$ cat src/rtl/bist_pattern_misr.sv
// LFSR pattern source and 16-bit MISR response compactor for netlist self-test.
// Optional golden-signature comparator enabled by defining BIST_GOLDEN_CMP_EN.
module bist_pattern_misr #(
  parameter int IN_W   = 14,
  parameter int OUT_W  = 8,
  parameter int CNT_W  = 16,
  parameter int SETTLE = 1
) (
  input  logic             clk,
  input  logic             rst_n,
  input  logic             start,
  input  logic [15:0]      seed,
  input  logic [CNT_W-1:0] pat_count,
  output logic [IN_W-1:0]  stim_o,
  input  logic [OUT_W-1:0] resp_i,
`ifdef BIST_GOLDEN_CMP_EN
  input  logic [15:0]      golden_i,
  output logic             pass_o,
`endif
  output logic             busy,
  output logic             done,
  output logic [15:0]      signature
);

  typedef enum logic [1:0] {S_IDLE, S_RUN, S_DONE} state_e;

  localparam int HOLD_W = (SETTLE > 1) ? $clog2(SETTLE) : 1;
  localparam logic [HOLD_W-1:0] HOLD_LAST = HOLD_W'(SETTLE - 1);
  localparam logic [15:0] SEED_DEFAULT = 16'hACE1;
  localparam logic [15:0] MISR_POLY    = 16'h1021;

  state_e           state_q, state_d;
  logic [15:0]      lfsr_q, lfsr_d;
  logic [15:0]      misr_q, misr_d;
  logic [CNT_W-1:0] remaining_q, remaining_d;
  logic [HOLD_W-1:0] hold_q, hold_d;
  logic             capture;
  logic             launch;

  assign launch  = (state_q == S_IDLE) && start;
  assign capture = (state_q == S_RUN) && (hold_q == HOLD_LAST);

  // NOTE: non-blocking assignments keep every flop sampling pre-edge values.
  always_ff @(posedge clk) begin
    if (!rst_n) begin
      state_q     <= S_IDLE;
      lfsr_q      <= '0;
      misr_q      <= '0;
      remaining_q <= '0;
      hold_q      <= '0;
    end else begin
      state_q     <= state_d;
      lfsr_q      <= lfsr_d;
      misr_q      <= misr_d;
      remaining_q <= remaining_d;
      hold_q      <= hold_d;
    end
  end

  // NOTE: defaulting every always_comb output first prevents latch inference.
  always_comb begin
    state_d = state_q;
    unique case (state_q)
      S_IDLE: if (start) state_d = (pat_count != '0) ? S_RUN : S_DONE;
      S_RUN:  if (capture && (remaining_q == CNT_W'(1))) state_d = S_DONE;
      S_DONE: state_d = S_IDLE;
      default: state_d = S_IDLE;
    endcase
  end

  always_comb begin
    lfsr_d      = lfsr_q;
    misr_d      = misr_q;
    remaining_d = remaining_q;
    hold_d      = hold_q;
    if (launch) begin
      lfsr_d      = (seed == 16'h0000) ? SEED_DEFAULT : seed;
      misr_d      = '0;
      remaining_d = pat_count;
      hold_d      = '0;
    end else if (state_q == S_RUN) begin
      if (!capture) begin
        hold_d = hold_q + HOLD_W'(1);
      end else begin
        misr_d      = ({misr_q[14:0], 1'b0} ^ (misr_q[15] ? MISR_POLY : 16'h0000))
                      ^ 16'(resp_i);
        lfsr_d      = {lfsr_q[14:0], lfsr_q[15] ^ lfsr_q[13] ^ lfsr_q[12] ^ lfsr_q[10]};
        remaining_d = remaining_q - CNT_W'(1);
        hold_d      = '0;
      end
    end
  end

`ifdef BIST_GOLDEN_CMP_EN
  logic pass_q, pass_d;

  // Compare against the signature being written on the same edge DONE is entered.
  always_comb begin
    pass_d = pass_q;
    if (launch) pass_d = 1'b0;
    if ((state_d == S_DONE) && (state_q != S_DONE)) pass_d = (misr_d == golden_i);
  end

  always_ff @(posedge clk) begin
    if (!rst_n) pass_q <= 1'b0;
    else        pass_q <= pass_d;
  end

  assign pass_o = pass_q;
`endif

  always_comb begin
    busy      = (state_q == S_RUN);
    done      = (state_q == S_DONE);
    stim_o    = lfsr_q[IN_W-1:0];
    signature = misr_q;
  end

endmodule
$ cat config.mk
export PLATFORM = sky130hd
export DESIGN_NAME = bist_pattern_misr
export DESIGN_NICKNAME = d
export VERILOG_FILES = /design/src/rtl/bist_pattern_misr.sv
export SDC_FILE = /design/constraint.sdc
export NUM_CORES = 1
export LEC_CHECK = 0
export ABC_AREA = 1
export CAP_MARGIN = 25
export CORE_MARGIN = 2
export CORE_UTILIZATION = 49
export CTS_BUF_LIST = sky130_fd_sc_hd__clkbuf_16
export CTS_CLUSTER_SIZE = 8
export DETAILED_ROUTE_END_ITERATION = 7
export PLACE_DENSITY = 0.8
export SLEW_MARGIN = 20
export SYNTH_ARGS = -nofsm -noshare
export SYNTH_HDL_FRONTEND = slang
export SYNTH_SLANG_ARGS = --single-unit
$ cat constraint.sdc
create_clock -name clk -period 1.9 [get_ports clk]
set_clock_uncertainty 0.2 [all_clocks]
set_input_delay 0.57 -clock clk [delete_from_list [all_inputs] [get_ports clk]]
set_output_delay 0.57 -clock clk [all_outputs]
set_load 0.1 [all_outputs]
==> run_results.csv <==
group,metric,value,unit
status,status,"completed",
timing,finalSetupViolations,0,
critical_path,cp_slowest_cell,"dfxtp_4",
synth,syn_nets,486,
timing,final-max-slew-violation-count,0,
synth,ys_warn_count,0,
synth,ys_seq_area_share,35.37,%
place,port_buffers,74,
cts,worstSkewPairLatency,0.28,ns
critical_path,start_kind,"flip-flop",
pwr,p_per_area,909.6,nW/um^2
pwr,irDropWorstVdd,506.6,uV
detailed_routing,drc,0,
die,die_h,80.75,um
detailed_routing,drtPass1Iterations,8,
cts,cts_tree,"done",
critical_path,path_class,"flip-flop to output pin",
global_routing,first_global_vias,3034,
die,core_area,5608,um^2
global_routing,grt_use_total,26.58,%
critical_path,crit_family,"flip-flops",
cells_and_area,finish.instance_area,4307,um^2
cts,htree_levels,2,
synth,ys_ff_latch,51,
die,ios,75,
critical_path,arrival,1.06,ns
detailed_routing,vias_per_cell,5.302,
place,hpwl,6055,um
detailed_routing,wl_per_cell,13.61,um
critical_path,cp_max_fo,4,
cts,cts_root_buffer,"clkbuf_16",
timing,period_needed,1.832,ns
detailed_routing,drtIter0Drc,278,
timing,min_period_over_period,96.40,%
pwr,p_leak,1.892,nW
synth,syn_inst,441,
place,dp_slack,-0.1953,ns
global_routing,grt_pass1_wl,13500,um
cts,clockBufferDepth,2,
flow_run,drv_cap,0,
synth,syn_area,2887,um^2
min_path,min_from,"hold_q",
critical_path,cp-startpoint,"state_q[0]",
critical_path,cp_slowest_stage_delay,0.38,ns
critical_path,path_cells,"inv_4 -> nor2_4 -> buf_12",
critical_path,cp_num_buf_inv,2,
critical_path,crit_required,1.13,ns
die,start_util,51.47,%
detailed_routing,final_antenna_net_count,0,
global_routing,antenna_found_initial,0,
critical_path,endpoint_kind,"output pin",
synth,syn-mean-instance-area,6.545,um^2
place,placed_area,4156,um^2
global_routing,grt_max_degree,33,
cts,path_clk_slew,0.06,ns
cts,cts_sinks,51,
min_path,hp-class,"flip-flop to flip-flop",
cells_and_area,num_antenna_cells,0,
synth,synth_cell_types,31,
timing,finalHoldViolCount,0,
place,place_congestion,0.9467,
timing,tightest_slew,0.4008,ns
critical_path,regToRegStartpoint,"remaining_q[0]",
cells_and_area,syn_to_final_growth,49.20,%
cts,cts_setup_buffers,0,
detailed_routing,wl,8196,um
die,die_x,80.75,um
timing,fmax,546.0,MHz
cts,cts_buffers,5,
timing,finalWorstSetupSlack,0.06839,ns
cells_and_area,drive_gt1_share,17.92,%
timing,relSlewSlack,73.18,%
cells_and_area,fin_nets,574,
die,dieArea,6521,um^2
cells_and_area,postLayoutCoreUtil,76.80,%
detailed_routing,vias,3192,
die,num_rows,27,
timing,finalSetupTns,0,ns
timing,rsz0062_at_grt,"no",
global_routing,grt.overflow.total,0,
-- final timing paths --
check | end | slack (ns) | cells past startpoint
hold reg to reg | hold_q | 0.31 | 2
hold / removal | hold_q | 0.31 | 2
setup reg to reg | remaining_q[10] | 0.17 | 8
setup / recovery | busy | 0.07 | 3
-- flip-flops by register name, summed over array words and instances (netlist names) --
signal       count
hold_q           1
lfsr_q          16
remaining_q     16
signature       16
state_q          2
-- kinds of logic (layout without fill, tap and decap cells) --
group,after synthesis,count (layout),share of synthesized area [%]
AND/OR/NAND/NOR,228,228,32.68
buffers and inverters,76,165,13.00
AO/OA/AOI/OAI,68,68,13.22
flip-flops,51,51,35.37
XOR/XNOR,16,16,4.855
adder cells (fa/ha/maj),2,2,0.8668
-- where the power goes --
group	switching, W	total [W]	internal [W]	leakage [nW]
Sequential	0.000146	0.00133	0.00119	0.420
Clock	0.000370	0.000847	0.000477	0.0724
Combinational	0.00108	0.00174	0.000661	1.40
Total	0.00159	0.00392	0.00232	1.89
-- cells in the mapped netlist, drive strengths merged --
cell / instances / share of area [%]
o22ai: 8 / 2.0
buf: 26 / 6.5
dfxtp: 51 / 35
a31oi: 5 / 1.1
nor3: 3 / 0.91
nand4: 3 / 0.65
nand2: 147 / 20
ha: 2 / 0.87
clkinv: 2 / 0.30
o221ai: 3 / 0.91
xor2: 12 / 3.6
nand3: 16 / 2.8
clkbuf: 4 / 0.52
or2: 1 / 0.22
o21ai: 12 / 2.1
inv: 44 / 5.7
a211oi: 2 / 0.52
nor2: 58 / 8.4
o211ai: 1 / 0.26
xnor2: 4 / 1.2
a21oi: 37 / 6.4
-- layout make-up --
cell class	count	area (um^2)
clock buffer	5	125.1
clock inverter	3	12.51
fill	411	1301
inverter	46	180.2
multi-input combinational	314	1506
sequential	51	1028
tap	72	90.09
timing repair buffer	111	1364
-- layer usage --
metal	vias to the layer above	track usage, %	share of wire [%]
met5	-	0	0
met4	0	9.153	2.0
met3	14	7.778	8.2
met2	157	44.83	49
met1	1467	32.45	41
li1	1554	-	-
-- metrics by stage --
stage | hold slack, ns | cells | total power [W]
detailed placement | 0.2881 | 594 | 0.003046
global placement | 0.2612 | 594 | 0.003005
finish | 0.3143 | 602 | 0.003917
CTS | 0.3093 | 602 | 0.003913
floorplan | 0.2492 | 441 | 0.002481
global route | 0.3293 | 602 | 0.004115
-- cell usage in the layout (no fill, tap or decap), types with 5 or more instances in the layout --
cell type        netlist  layout
o21ai_0               12      12
o22ai_1                7       7
nand2_1              144     143
a21oi_1               37      36
xor2_1                12      12
clkdlybuf4s50_1        0      42
buf_12                 0      34
nand3_1               16      16
a31oi_1                5       5
buf_4                 15      35
inv_1                 41      42
clkbuf_16              0       5
dfxtp_1               51      49
nor2_1                54      52
-- repair_timing --
item	CTS	global route
resized for setup	1	4
endpoints found under the setup margin	1	9
pin swaps	0	3
cloned	0	0
hold buffers	0	0
-- worst register-to-register path, stage by stage (launching register included) --
cell and delay [ns]:
dfxtp_1 0.34, inv_1 0.15, ha_1 0.26, nand2_1 0.13, nor2_4 0.22, nand3_1 0.10, nand2_1 0.07, nand2_1 0.05
a21oi_1 0.13
Note: power is estimated with default switching activity, not from simulation.
